==> src/rtl/dht_pkg.sv <==
// Shared types, frame layout and checksum helper for the DHT poll scheduler.
// Contents: state enum, 40-bit frame byte offsets, frame payload struct,
//           timer counter width and the four-byte 8-bit checksum function.
package dht_pkg;

   localparam int unsigned FRAME_W = 40;
   localparam int unsigned MS_W    = 16;

   localparam int unsigned HUM_INT_MSB  = 39;
   localparam int unsigned HUM_INT_LSB  = 32;
   localparam int unsigned HUM_DEC_MSB  = 31;
   localparam int unsigned HUM_DEC_LSB  = 24;
   localparam int unsigned TEMP_INT_MSB = 23;
   localparam int unsigned TEMP_INT_LSB = 16;
   localparam int unsigned TEMP_DEC_MSB = 15;
   localparam int unsigned TEMP_DEC_LSB = 8;
   localparam int unsigned CKSUM_MSB    = 7;
   localparam int unsigned CKSUM_LSB    = 0;

   typedef enum logic [2:0] {
      ST_IDLE      = 3'd0,
      ST_ISSUE     = 3'd1,
      ST_WAIT_DONE = 3'd2,
      ST_CHECK     = 3'd3,
      ST_HOLDOFF   = 3'd4
   } dht_state_e;

   typedef struct packed {
      logic [7:0] hum_int;
      logic [7:0] hum_dec;
      logic [7:0] temp_int;
      logic [7:0] temp_dec;
      logic [7:0] cksum;
   } dht_frame_t;

   // Sensor checksum: plain 8-bit wrapping sum of the four data bytes.
   function automatic logic [7:0] dht_cksum(input logic [7:0] b4, input logic [7:0] b3,
                                            input logic [7:0] b2, input logic [7:0] b1);
      return b4 + b3 + b2 + b1;
   endfunction

endpackage

==> src/rtl/dht_ms_timer.sv <==
// Millisecond timer: MS_DIV-cycle prescaler feeding a ms counter.
// Ports: clk, rst (async active-low), clr (restart both counters next edge),
//        limit (wait length in ms), reached (high in the last cycle of a
//        limit-ms wait, i.e. limit*MS_DIV cycles after the clearing edge).
module dht_ms_timer
   import dht_pkg::*;
#(
   parameter int unsigned MS_DIV = 100_000
) (
   input  logic            clk,
   input  logic            rst,
   input  logic            clr,
   input  logic [MS_W-1:0] limit,
   output logic            reached
);

   localparam int unsigned PRE_W = (MS_DIV > 1) ? $clog2(MS_DIV) : 1;

   logic [PRE_W-1:0] pre_q;
   logic [MS_W-1:0]  ms_q;
   logic             tick_c;

   assign tick_c = (pre_q == PRE_W'(MS_DIV - 1));

   // Firing on the last prescaler cycle of the final ms lets the caller leave
   // the state on the edge that completes exactly limit*MS_DIV cycles.
   assign reached = tick_c && (ms_q == (limit - MS_W'(1)));

   always_ff @(posedge clk or negedge rst) begin
      if (!rst) begin
         pre_q <= '0;
         ms_q  <= '0;
      end else if (clr) begin
         pre_q <= '0;
         ms_q  <= '0;
      end else if (tick_c) begin
         pre_q <= '0;
         ms_q  <= ms_q + MS_W'(1);
      end else begin
         pre_q <= pre_q + PRE_W'(1);
      end
   end

endmodule

==> src/rtl/dht_poll_scheduler.sv <==
// DHT read sequencer: issues reads on enable/trig, supervises each with a
// timeout, validates the checksum, retries, and enforces hold-off intervals.
// Ports: clk, rst (async active-low), enable (continuous polling), trig
//        (one-shot request), rd_start/rd_done/rd_data (reader handshake),
//        hum_int/hum_dec/temp_int/temp_dec (last good frame), valid (update
//        strobe), err_cksum/err_timeout (last attempt status), busy (not
//        idle), fail_cnt (saturating count of reads failed after all retries).
module dht_poll_scheduler
   import dht_pkg::*;
#(
   parameter int unsigned MS_DIV     = 100_000,
   parameter int unsigned PERIOD_MS  = 2000,
   parameter int unsigned RETRY_MS   = 1000,
   parameter int unsigned TIMEOUT_MS = 10,
   parameter int unsigned MAX_RETRY  = 3
) (
   input  logic               clk,
   input  logic               rst,
   input  logic               enable,
   input  logic               trig,
   output logic               rd_start,
   input  logic               rd_done,
   input  logic [FRAME_W-1:0] rd_data,
   output logic [7:0]         hum_int,
   output logic [7:0]         hum_dec,
   output logic [7:0]         temp_int,
   output logic [7:0]         temp_dec,
   output logic               valid,
   output logic               err_cksum,
   output logic               err_timeout,
   output logic               busy,
   output logic [7:0]         fail_cnt
);

   localparam int unsigned ATT_W = 8;

   dht_state_e       state, next_state;
   dht_frame_t       frame_q, frame_d;
   logic [ATT_W-1:0] attempt_q, attempt_d;
   logic             retry_pend_q, retry_pend_d;
   logic [MS_W-1:0]  hold_q, hold_d, timer_limit_c;
   logic             timer_clr_c, timer_reached;
   logic             cksum_ok_c, load_bytes_c, fail_path_c;
   logic             rd_start_d, valid_d, err_cksum_d, err_timeout_d, busy_d;
   logic [7:0]       fail_cnt_d;

   assign cksum_ok_c = (dht_cksum(frame_q.hum_int, frame_q.hum_dec,
                                  frame_q.temp_int, frame_q.temp_dec) == frame_q.cksum);

   // Only WAIT_DONE and HOLDOFF consult the timer; any state change restarts it.
   assign timer_limit_c = (state == ST_WAIT_DONE) ? MS_W'(TIMEOUT_MS) : hold_q;
   assign timer_clr_c   = (next_state != state);

   dht_ms_timer #(
      .MS_DIV (MS_DIV)
   ) u_timer (
      .clk     (clk),
      .rst     (rst),
      .clr     (timer_clr_c),
      .limit   (timer_limit_c),
      .reached (timer_reached)
   );

   // State register.
   always_ff @(posedge clk or negedge rst) begin
      if (!rst) state <= ST_IDLE;
      else      state <= next_state;
   end

   // Next-state logic; rd_done beats a coincident timeout.
   always_comb begin
      next_state = state;
      case (state)
         ST_IDLE:      if (enable || trig) next_state = ST_ISSUE;
         ST_ISSUE:     next_state = ST_WAIT_DONE;
         ST_WAIT_DONE: begin
            if (rd_done)            next_state = ST_CHECK;
            else if (timer_reached) next_state = ST_HOLDOFF;
         end
         ST_CHECK:     next_state = ST_HOLDOFF;
         ST_HOLDOFF:   if (timer_reached) next_state = retry_pend_q ? ST_ISSUE : ST_IDLE;
         default:      next_state = ST_IDLE;
      endcase
   end

   // Output / datapath next values.
   always_comb begin
      frame_d       = frame_q;
      attempt_d     = attempt_q;
      retry_pend_d  = retry_pend_q;
      hold_d        = hold_q;
      err_cksum_d   = err_cksum;
      err_timeout_d = err_timeout;
      fail_cnt_d    = fail_cnt;
      valid_d       = 1'b0;
      load_bytes_c  = 1'b0;
      fail_path_c   = 1'b0;
      rd_start_d    = (next_state == ST_ISSUE);
      busy_d        = (next_state != ST_IDLE);

      case (state)
         ST_WAIT_DONE: begin
            if (rd_done) begin
               frame_d.hum_int  = rd_data[HUM_INT_MSB:HUM_INT_LSB];
               frame_d.hum_dec  = rd_data[HUM_DEC_MSB:HUM_DEC_LSB];
               frame_d.temp_int = rd_data[TEMP_INT_MSB:TEMP_INT_LSB];
               frame_d.temp_dec = rd_data[TEMP_DEC_MSB:TEMP_DEC_LSB];
               frame_d.cksum    = rd_data[CKSUM_MSB:CKSUM_LSB];
            end else if (timer_reached) begin
               err_timeout_d = 1'b1;
               err_cksum_d   = 1'b0;
               fail_path_c   = 1'b1;
            end
         end
         ST_CHECK: begin
            if (cksum_ok_c) begin
               load_bytes_c  = 1'b1;
               valid_d       = 1'b1;
               err_cksum_d   = 1'b0;
               err_timeout_d = 1'b0;
               attempt_d     = '0;
               hold_d        = MS_W'(PERIOD_MS);
            end else begin
               err_cksum_d   = 1'b1;
               err_timeout_d = 1'b0;
               fail_path_c   = 1'b1;
            end
         end
         ST_HOLDOFF: if (timer_reached) retry_pend_d = 1'b0;
         default: ;
      endcase

      // Shared failure path: retry while attempts remain, else count the loss.
      if (fail_path_c) begin
         if (attempt_q < ATT_W'(MAX_RETRY - 1)) begin
            attempt_d    = attempt_q + ATT_W'(1);
            retry_pend_d = 1'b1;
            hold_d       = MS_W'(RETRY_MS);
         end else begin
            attempt_d    = '0;
            hold_d       = MS_W'(PERIOD_MS);
            fail_cnt_d   = (fail_cnt == 8'hFF) ? fail_cnt : fail_cnt + 8'd1;
         end
      end
   end

   // Registered outputs and datapath.
   always_ff @(posedge clk or negedge rst) begin
      if (!rst) begin
         frame_q      <= '0;
         attempt_q    <= '0;
         retry_pend_q <= 1'b0;
         hold_q       <= '0;
         rd_start     <= 1'b0;
         valid        <= 1'b0;
         err_cksum    <= 1'b0;
         err_timeout  <= 1'b0;
         busy         <= 1'b0;
         fail_cnt     <= '0;
         hum_int      <= '0;
         hum_dec      <= '0;
         temp_int     <= '0;
         temp_dec     <= '0;
      end else begin
         frame_q      <= frame_d;
         attempt_q    <= attempt_d;
         retry_pend_q <= retry_pend_d;
         hold_q       <= hold_d;
         rd_start     <= rd_start_d;
         valid        <= valid_d;
         err_cksum    <= err_cksum_d;
         err_timeout  <= err_timeout_d;
         busy         <= busy_d;
         fail_cnt     <= fail_cnt_d;
         if (load_bytes_c) begin
            hum_int  <= frame_q.hum_int;
            hum_dec  <= frame_q.hum_dec;
            temp_int <= frame_q.temp_int;
            temp_dec <= frame_q.temp_dec;
         end
      end
   end

endmodule

==> config.mk <==
export PLATFORM = sky130hd
export DESIGN_NAME = dht_poll_scheduler
export DESIGN_NICKNAME = d
export VERILOG_FILES = /design/src/rtl/dht_pkg.sv /design/src/rtl/dht_ms_timer.sv /design/src/rtl/dht_poll_scheduler.sv
export SDC_FILE = /design/constraint.sdc
export NUM_CORES = 1
export LEC_CHECK = 0
export CORE_MARGIN = 4
export CORE_UTILIZATION = 30
export CTS_BUF_LIST = sky130_fd_sc_hd__clkbuf_8
export DETAILED_ROUTE_END_ITERATION = 12
export GPL_ROUTABILITY_DRIVEN = 0
export PLACE_DENSITY_LB_ADDON = 0.05
export SYNTH_ARGS = -nofsm -noshare
export SYNTH_HDL_FRONTEND = slang
export SYNTH_SLANG_ARGS = --single-unit
==> constraint.sdc <==
create_clock -name clk -period 8.7 [get_ports clk]
set_input_delay 0.87 -clock clk [delete_from_list [all_inputs] [get_ports clk]]
set_output_delay 0.87 -clock clk [all_outputs]
set_load 0.02 [all_outputs]
* After elaboration in Yosys (flattened, before gate mapping)
Index checks and enable logic that the tools add are counted.
** Operators by class
- $add $sub $neg :: 8
- Multipliers :: 0
- Div/mod/pow operators :: 0
- Order comparisons :: 1
- Equal/unequal tests :: 12
- Shift-type cells :: 0
- Mux-type cells :: 35
- Bitwise operators :: 2
- Reductions and logical operators :: 12
** Operators by type and width (count)
- 2-to-1 mux 16 bit :: 6
- 2-to-1 mux 17 bit :: 2
- 2-to-1 mux 8 bit :: 4
- adder 8 bit :: 3
- adder 17 x 1 -> 17 bit, second input constant :: 1
- == test 17 bit, second input constant :: 1
- adder 16 x 1 -> 16 bit, second input constant :: 1
- adder 8 x 1 -> 8 bit, second input constant :: 2
- == test 16 bit :: 1
- subtractor 16 x 1 -> 16 bit, second input constant :: 1
- one-hot mux 3 bit (5 select lines) :: 1
- 2-to-1 mux 1 bit :: 14
- 2-to-1 mux 3 bit :: 4
- 2-to-1 mux 11 bit :: 1
- == test 8 bit :: 1
- == test 8 bit, second input constant :: 1
- less-than comparator 8 x 2 -> 1 bit, second input constant :: 1
- nonzero test 2 bit :: 4
- == test 3 x 1 -> 1 bit, second input constant :: 2
- == test 3 x 2 -> 1 bit, second input constant :: 2
- one-hot mux 1 bit (2 select lines) :: 3
- AND reduction 3 bit :: 2
- inequality test 2 bit, second input constant :: 2
- AND reduction 2 bit :: 2
- 7 further kinds :: 8
** Storage, ports and cells
- Register bits after elaboration :: 146
- Latch bits :: 0
- RAM bits :: 0
- ROM bits :: 0
- Bits of input ports :: 45
- Word-level logic and storage cells :: 91
- Memories :: 0

* Longest topological paths before layout
Gate-level depths: netlist of run 1.
- Word-level depth :: 10
- Gate-level depth with buffers :: 13
- Depth with buffers taken out :: 12

* Hierarchy
From an unflattened synthesis of run 1, not the netlist that was laid out.
** Second synthesis, totals
- Cell total of the unflattened synthesis :: 574
- Area total of the unflattened synthesis :: 6799.0 µm²
** By module, submodules not included
- dht_poll_scheduler :: times used 1, cells an instance 336, area each 4657.0 µm², seq. area each 2502.4 µm²
- dht_ms_timer :: times used 1, cells an instance 238, area each 2142.1 µm², seq. area each 825.8 µm²

* Least setup slack after synthesis of run 1
No wires, ideal clock.
- Path type :: register to register
- Start :: register frame_q[12] in the netlist's numbering
- End :: register hum_dec[0]
- Library setup time :: 125 ps
- Arrival time :: 3523 ps
- Slack :: 5052 ps
- Stages on the path, launching flop included :: 12
- Buffers on the path :: 1
- Clock period less this slack :: 3648 ps
- Cells stage by stage :: dfrtp_1 -> fa_1 -> fa_1 -> ha_1 -> a21oi_1 -> a21oi_1 -> or3_1 -> a2111oi_2 -> and2_2 -> nand2_4 -> buf_6 -> mux2_4
** Between the ends
- Word-level cells in the longest chain between the ends :: 4
** RTL lines
- from (decl) :: line dht_poll_scheduler.sv:38 : dht_frame_t frame_q, frame_d;
- from (signal assigned) :: line dht_poll_scheduler.sv:165 : frame_q <= frame_d;
- adder 8 bit :: line dht_pkg.sv:39 : return b4 + b3 + b2 + b1;
- == test 8 bit :: line dht_poll_scheduler.sv:48 : frame_q.temp_int, frame_q.temp_dec) == frame_q.cksum);
- 2-to-1 mux 1 bit :: line dht_poll_scheduler.sv:116 : if (cksum_ok_c) begin
- 2-to-1 mux 1 bit :: line dht_poll_scheduler.sv:101 : case (state)
- to (signal assigned) :: line dht_poll_scheduler.sv:177 : hum_dec <= frame_q.hum_dec;
- to (decl) :: line dht_poll_scheduler.sv:25 : output logic [7:0] hum_dec,
No other way between the ends.
A chain may end at the register's enable or synchronous reset.

* Worst setup path after layout of run 1
- Start :: register frame_q[12] in the netlist's numbering
- End :: register hum_dec[6]
Same word-level chain as after synthesis.

==> results.rst, run 1 <==
.. list-table::
   :header-rows: 1

   * - Metric
     - Value
   * - Most frequently used flop master after synthesis
     - dfrtp_1
   * - Initial cell density of the core
     - 30.6%
   * - Area fraction of the dominant cell type after synthesis
     - 49.7%
   * - Clock transition time at the flip-flop clock pins of the worst setup and hold paths
     - 0.09 ns
   * - Pin count of the biggest net entering global routing
     - 74
   * - Transition time at the pin with the least slew margin
     - 0.964 ns
   * - Average cell area after synthesis
     - 12.5 um^2
   * - FF-to-FF End
     - hum_dec[6]$_DFFE_PN0P_
   * - Post-layout nets
     - 695
   * - Total of warnings raised by yosys
     - 0
   * - Layout overhead on the synthesized area
     - 22.7%
   * - Critical path's slowest cell
     - fa_1
   * - Met1 track utilization from global routing
     - 17.3%
   * - Fmax
     - 239 MHz
   * - DRC violations left
     - 0
   * - Part of the total power dissipated in sequential elements
     - 30.2%
   * - CTS tree
     - done
   * - Flip-flop and latch count after synthesis
     - 133
   * - Critical path type
     - reg2reg
   * - TritonCTS sink count
     - 133
   * - Startpoint of the most critical register-to-register path
     - frame_q[12]$_DFFE_PN0P_
   * - Clock Skews
     - 0.0163 ns
   * - Vias after detailed routing
     - 4343
   * - Number of nets with antenna violations after routing
     - 0
   * - Count of flip-flops with a built-in enable after synthesis
     - 0
   * - Pleak
     - 3.57 nW
   * - Crit start category
     - flop
   * - Share of the synthesized area in compound gates (AO/OA/AOI/OAI)
     - 6.20%
   * - Final Critical Period
     - 4.19 ns
   * - Average wire length per cell after detail routing
     - 16.6 um
   * - Latest clock arrival within the worst-skew pair
     - 0.44 ns
   * - First-pass GRT wire length
     - 25.0 mm
   * - Net Sw Frac
     - 40.5%
   * - Worst slew margin relative to its limit
     - 35.8%
   * - Critical Path Start
     - frame_q[12]$_DFFE_PN0P_
   * - Die outline width
     - 157 um
   * - Cell area power density
     - 378 nW/um^2
   * - Dpl cell area
     - 7830 um^2
   * - Cell Int Power
     - 1.85 mW
   * - Maximum clock path buffer count
     - 2
   * - Setup-failing EPs final
     - 0
   * - Initial antenna violation count
     - 0
   * - Combinational fraction of design power
     - 53.1%
   * - Required time of the critical path
     - 9.02 ns
   * - Via/cell ratio
     - 4.74
   * - Total wire length after detailed routing
     - 15.3 mm
   * - Slack of the worst reg-to-reg path
     - 4.51 ns
   * - Final-report hold violation count
     - 0
   * - Area share of xor/xnor cells in the synthesized design
     - 7.85%
   * - Adder-cell area share of the yosys netlist
     - 6.43%
   * - Half-perimeter wire length of the detailed placement result
     - 10.7 mm
   * - Clock network fraction of total power
     - 16.6%
   * - Clock Tree Root
     - clkbuf_8
   * - Number of max-cap violations
     - 0
   * - Arrival time worst endpoint
     - 4.51 ns
   * - Largest area contributor in the netlist
     - dfrtp_1
   * - Final period util
     - 48.2%
   * - GR met2 Demand/Resource
     - 20.6%
   * - Pre-Repair DR Iteration Count
     - 4
   * - Worst hold margin
     - 0.390 ns
   * - Ratio of cells with drive above 1 in the final layout
     - 19.6%
   * - Die boundary height
     - 157 um
   * - Synth async-reset ratio
     - 100%
   * - Total power draw
     - 3.11 mW
   * - Most used standard cells in the synthesized netlist
     - dfrtp_1 (133), mux2_2 (46), nor2_1 (45), mux2_4 (29), xnor2_1 (27)
   * - Cell breakdown of the critical path
     - fa_1, fa_1, ha_1, a21oi_1, a21oi_1, or3_1, a2111oi_2, and2_2, nand2_4, mux2_4
   * - RSZ-0062 raised after global routing
     - no
   * - Count leader, synth
     - dfrtp_1
   * - Grt total ovfl
     - 0
   * - Max-slew violations
     - 0
   * - Setup tns final
     - 0 ns
   * - Path depth of the worst reg2reg path
     - 10
   * - Top fanout value on the critical path
     - 33
   * - Seq/Total Area, Yosys
     - 49.7%
   * - Vias in the first global route
     - 4637
   * - Number of cell rows
     - 54
   * - Number of CTS-inserted buffers
     - 17
   * - Number of DRC violations after detailed-routing iteration 0
     - 192
   * - Final instance area
     - 8220 um^2
   * - H-tree depth reported by CTS
     - 4
   * - Synth area leaders
     - dfrtp_1 (50%), mux2_2 (7.7%), mux2_4 (6.5%)
   * - Overall Global Routing Usage
     - 12.9%
   * - Run status
     - complete, no violations
   * - Worst path max stage delay
     - 0.57 ns
   * - Mapped Nets
     - 606
   * - Count of pins on the block boundary
     - 90
   * - Distinct cell type count after synthesis
     - 65
   * - Layer with the highest usage
     - met2
   * - Met3 capacity usage during global routing
     - 3.77%
   * - Setup Fix Bufs, Post-CTS
     - 0
   * - PostCTS Resize Cnt
     - 0
   * - ANT cells
     - 0
   * - Critical path capture point type
     - flop
   * - Die Footprint
     - 24800 um^2
   * - Basic-gate share of the synthesized area counting and, or, nand and nor cells
     - 12.8%
   * - Syn Std Cell Area
     - 6700 um^2
   * - Net Switching
     - 1.26 mW
   * - Peak supply drop
     - 0.000201 V
   * - Core region area
     - 21900 um^2
   * - Total of hold buffers inserted after clock tree synthesis
     - 0
   * - Crit path to
     - hum_dec[6]$_DFFE_PN0P_
   * - Multiplexer fraction of the synthesized cell area
     - 14.4%
   * - Type of the worst min-delay path
     - in2async
   * - Main combinational cell family by area after synthesis
     - multiplexers
   * - Synthesized instance count
     - 535
   * - Port Buf Inserts
     - 89
-- worst max-delay path: cells and delay by family (launching register included) --
family | cells | cell delay (ns)
AO/OA/AOI/OAI | 3 | 0.84
adder cells (fa/ha/maj) | 3 | 1.37
flip-flops | 1 | 0.42
multiplexers | 1 | 0.43
AND/OR/NAND/NOR | 3 | 1.01
-- layer usage --
layer	wire length (um)	vias to the layer above
met5	0	-
met4	109	0
met3	704	7
met2	7350	73
met1	7100	2188
li1	-	2075
-- worst min-delay path by stage --
stage,from,end
floorplan,attempt_q[3]$_DFFE_PN0P_,attempt_q[3]$_DFFE_PN0P_
global placement,attempt_q[3]$_DFFE_PN0P_,attempt_q[3]$_DFFE_PN0P_
detailed placement,attempt_q[3]$_DFFE_PN0P_,attempt_q[3]$_DFFE_PN0P_
CTS,rst,hum_int[0]$_DFFE_PN0P_
global route,rst,hum_int[0]$_DFFE_PN0P_
finish,rst,hum_int[0]$_DFFE_PN0P_
-- cells by family (layout without fill, tap and decap cells) --
kind of cell	after synthesis	count (layout)
fa+ha+maj	26	26
mux	76	76
simple gates	157	157
buf+inv	32	134
flops	133	133
compound gates	55	55
xor+xnor	56	56
-- flip-flops by register name, indices dropped and copies added, names as in the netlist, 3 cells and up --
signal         cells
hum_dec            8
frame_q           40
u_timer.ms_q      16
temp_int           8
state              3
u_timer.pre_q     17
fail_cnt           8
hum_int            8
temp_dec           8
hold_q             3
attempt_q          8
-- cell type report --
type	instances	area (um^2)
repair buffers	92	915
well taps	280	350
multi-input cells	370	3200
clock inverters	14	141
fillers	2183	13700
flip-flops and latches	133	3330
clock buffers	18	248
inverters	10	37.5
-- stage by stage --
step	utilization, %	setup slack [ns]	cells
after floorplan	-	5.05	535
after global placement	35.8	4.54	885
after detailed placement	35.8	4.48	885
after CTS	37.5	4.46	917
after global routing	37.5	4.20	917
final	37.5	4.51	917
-- cell usage in the layout (no fill, tap or decap), types with 12 or more instances in the layout --
master,n
dfrtp_1,133
clkdlybuf4s50_1,88
mux2_2,46
nor2_1,44
mux2_4,29
xnor2_1,27
xor2_1,26
nand2_1,25
clkbuf_8,18
fa_1,14
nand4_1,13
a21oi_1,13
ha_1,12
-- power groups by stage --
| stage | combinational [mW] | sequential, mW | clock (mW) |
|---|---|---|---|
| floorplan | 1.26 | 0.954 | 0 |
| global placement | 1.69 | 0.957 | 0 |
| detailed placement | 1.69 | 0.959 | 0 |
| CTS | 1.70 | 0.947 | 0.542 |
| global route | 1.88 | 0.976 | 0.567 |
| finish | 1.65 | 0.941 | 0.516 |
Note: power is estimated with default switching activity, not from simulation.
==> run 2, diff against run 1 <==
clock period = 4 ns   (was 8.7 ns; I/O delays follow)
==> run 2 against run 1 <==
Clock power grew 140%. Cell count grew 1.3%. Count of clock-buffer cells in the layout is the same. First-iteration DRC count shrank 16%. Hold slack lost 0.35 ns. Worst setup slack lost 4.4 ns. Fmax grew 7.7%.
==> results.rst, run 2 (synthesis results as in run 1) <==
.. list-table::
   :header-rows: 1

   * - Metric
     - Value
   * - Number of cell rows
     - 54 (unchanged)
   * - Multi-input gate area
     - 3220 um^2 (+0.82%)
   * - Transition time at the pin with the least slew margin
     - 1.07 ns (+0.108 ns)
   * - Combinational fraction of design power
     - 53.9% (+0.8 points)
   * - Worst slew margin relative to its limit
     - 28.6% (-7.2 points)
   * - Core region area
     - 21900 um^2 (unchanged)
   * - Pleak
     - 3.68 nW (+3.1%)
   * - Worst path bufs/invs
     - 3 (+3)
   * - Clock transition time at the flip-flop clock pins of the worst setup and hold paths
     - 0.08 ns (about the same)
   * - TritonCTS sink count
     - 133 (unchanged)
   * - Worst path max stage delay
     - 0.53 ns (-0.04 ns)
   * - Worst path depth
     - 14 (+4)
   * - Clock Skews
     - 0.0113 ns (-0.00505 ns)
   * - Count of pins on the block boundary
     - 90 (unchanged)
   * - Number of nets with antenna violations after routing
     - 0 (unchanged)
   * - Slack of the worst reg-to-reg path
     - 0.11 ns (-4.40 ns)
   * - Type of the worst min-delay path
     - in2async
   * - Total wire length after detailed routing
     - 15.7 mm (+2.7%)
   * - Pin count of the biggest net entering global routing
     - 110 (+49%)
   * - Critical path capture point type
     - flop
   * - Final Critical Period
     - 3.89 ns (-0.301 ns)
   * - Layout overhead on the synthesized area
     - 25.7%
   * - Via/cell ratio
     - 4.72 (-0.36%)
   * - Crit start category
     - flop
   * - Number of CTS-inserted buffers
     - 17 (unchanged)
   * - Arrival time worst endpoint
     - 4.22 ns (-0.29 ns)
   * - Cell breakdown of the critical path
     - fa_1, fa_1, ha_2, inv_1, fa_1, nand3b_1, a21oi_2, o21ai_1, a2111oi_2, buf_4, and2_4, nand2_4, buf_12, mux2_4
   * - Fraction of the core area covered by cells at the end of the flow
     - 38.4% (+0.90 points)
   * - Most frequent cells in the layout
     - dfrtp_1 (133), clkdlybuf4s50_1 (88), mux2_2 (46)
   * - Path depth of the worst reg2reg path
     - 14 (+4)
   * - Most used cell along the critical path
     - fa_1
   * - Net Sw Frac
     - 39.5% (-0.93 points)
   * - Crit path to
     - hum_int[5]$_DFFE_PN0P_
   * - Number of DRC violations after detailed-routing iteration 0
     - 162 (-16%)
   * - Number of max-cap violations
     - 0 (unchanged)
   * - Cell area power density
     - 852 nW/um^2 (+130%)
   * - Critical path type
     - reg2reg
   * - Grt total ovfl
     - 0 (unchanged)
   * - Latest clock arrival within the worst-skew pair
     - 0.44 ns (about the same)
   * - Register with the most flip-flops
     - frame_q
   * - Total of hold buffers inserted after clock tree synthesis
     - 0 (unchanged)
   * - Run status
     - complete, no violations
   * - Top fanout value on the critical path
     - 16 (-52%)
   * - CP delay by family, top
     - adder cells
   * - Peak supply drop
     - 0.000478 V (+140%)
   * - Critical path's slowest cell
     - fa_1
   * - Average wire length per cell after detail routing
     - 16.9 um (+1.3%)
   * - Biggest regs
     - frame_q (40), u_timer.pre_q (17), u_timer.ms_q (16)
   * - Initial antenna violation count
     - 0 (unchanged)
   * - ANT cells
     - 0 (unchanged)
   * - Startpoint of the most critical register-to-register path
     - frame_q[25]$_DFFE_PN0P_
   * - Vias in the first global route
     - 4685 (+1.0%)
   * - FF-to-FF End
     - hum_int[5]$_DFFE_PN0P_
   * - Vias after detailed routing
     - 4384 (+0.94%)
   * - Fill cell instance count of the final layout
     - 2139 (-2.0%)
   * - Final-report hold violation count
     - 0 (unchanged)
   * - Clock network fraction of total power
     - 17.4% (+0.8 points)
   * - Post-layout nets
     - 707 (+1.7%)
   * - Half-perimeter wire length of the detailed placement result
     - 10.9 mm (+1.6%)
   * - DRC violations left
     - 0 (unchanged)
   * - Sequential cell area in the final layout
     - 3330 um^2 (unchanged)
   * - Die boundary height
     - 157 um (unchanged)
   * - Overall Global Routing Usage
     - 13.1% (+0.28 points)
   * - H-tree depth reported by CTS
     - 4 (unchanged)
   * - Part of the total power dissipated in sequential elements
     - 28.7% (-1.5 points)
   * - Fmax
     - 257 MHz (+7.7%)
   * - Cell Int Power
     - 4.33 mW (+130%)
   * - Die Footprint
     - 24800 um^2 (unchanged)
   * - Setup-failing EPs final
     - 0 (unchanged)
   * - Port Buf Inserts
     - 89 (unchanged)
   * - Die outline width
     - 157 um (unchanged)
   * - Net Switching
     - 2.83 mW (+130%)
   * - Critical Path Start
     - frame_q[25]$_DFFE_PN0P_
   * - CTS tree
     - done
   * - Clock Tree Root
     - clkbuf_8
   * - Number of flip-flops in the largest register
     - 40 (unchanged)
   * - Pre-Repair DR Iteration Count
     - 4 (unchanged)
   * - Final period util
     - 97.2% (+49 points)
   * - Ratio of cells with drive above 1 in the final layout
     - 21.9% (+2.3 points)
   * - Required time of the critical path
     - 4.33 ns (-4.69 ns)
   * - Dpl cell area
     - 7950 um^2 (+1.5%)
   * - Initial cell density of the core
     - 30.6% (unchanged)
   * - Maximum clock path buffer count
     - 2 (unchanged)
   * - Commonest non-fill, non-tap cell in the layout
     - dfrtp_1
   * - First-pass GRT wire length
     - 25.6 mm (+2.6%)
   * - Max-slew violations
     - 0 (unchanged)
   * - Final instance area
     - 8420 um^2 (+2.4%)
run 2: cell count changes in the layout (fill, tap and decap cells not counted), sizes merged:
cell / change
bufinv: +3
inv: -5
clkinvlp: -2
clkinv: +4
buf: +12
run 2: what timing repair did:
| item | 4_1_cts | 5_1_grt |
|---|---|---|
| pin swaps | 1 | 4 |
| setup buffers | 1 | 0 |
| resized for setup | 0 | 9 |
| endpoints found under the setup margin | 10 | 40 |
| endpoints found under the hold margin | 0 | 0 |
run 2: power by group through the flow:
stage          Sequential (mW)  Clock [mW]  Combinational (mW)
4_1_cts                   2.07        1.31                3.89
3_5_place_dp              2.09           0                3.84
2_1_floorplan             2.08           0                2.74
5_1_grt                   2.12        1.36                4.31
3_3_place_gp              2.09           0                3.82
6_report                  2.06        1.25                3.87
run 2: metrics by stage:
stage	worst slack (ns)	instances	hold slack [ns]	power, mW	setup TNS [ns]
final	0.111	929	0.0430	7.17	0
after global routing	-0.0219	929	0.168	7.79	-0.279
after detailed placement	0.0379	896	0.466	5.94	0
after floorplan	0.352	535	0.104	4.82	0
after CTS	0.00559	929	0.123	7.26	0
after global placement	0.0662	896	0.462	5.91	0
run 2: final cells by class:
class                   instances  share of cell area [%]
flip-flops and latches        133                    39.5
clock buffers                  18                    2.94
repair buffers                104                    12.4
clock inverters                14                    2.20
multi-input cells             370                    38.3
well taps                     280                    4.16
inverters                      10                   0.446
run 2: metal layers:
| metal | part of all wire [%] | track usage (%) | wire [um] | vias to the layer above |
|---|---|---|---|---|
| li1 | - | - | - | 2103 |
| met2 | 48 | 20.3 | 7460 | 83 |
| met3 | 4.2 | 3.24 | 652 | 18 |
| met5 | 0 | 0 | 0 | - |
| met1 | 47 | 18.0 | 7300 | 2180 |
| met4 | 1.7 | 4.59 | 261 | 0 |
run 2: worst min-delay path by stage:
stage / start / end / cells past startpoint
global placement: attempt_q[3]$_DFFE_PN0P_ / attempt_q[3]$_DFFE_PN0P_ / 1
floorplan: rst / attempt_q[0]$_DFFE_PN0P_ / 0
finish: rst / fail_cnt[5]$_DFFE_PN0P_ / 1
CTS: rst / fail_cnt[2]$_DFFE_PN0P_ / 1
global route: rst / fail_cnt[2]$_DFFE_PN0P_ / 1
detailed placement: attempt_q[7]$_DFFE_PN0P_ / attempt_q[7]$_DFFE_PN0P_ / 1
run 2: worst register-to-register path: stages, from the launching register on:
cell,delay [ns]
dfrtp_1,0.42
fa_1,0.51
fa_1,0.53
ha_2,0.18
inv_1,0.05
fa_1,0.38
nand3b_1,0.22
a21oi_2,0.17
o21ai_1,0.10
a2111oi_2,0.30
buf_4,0.18
and2_4,0.17
nand2_4,0.07
buf_12,0.17
mux2_4,0.32
==> run 3, diff against run 2 <==
CTS_CLUSTER_DIAMETER = 150   (was unset)
==> results of run 3 <==
The final DEF is identical to that of run 2; final timing and power are the same.
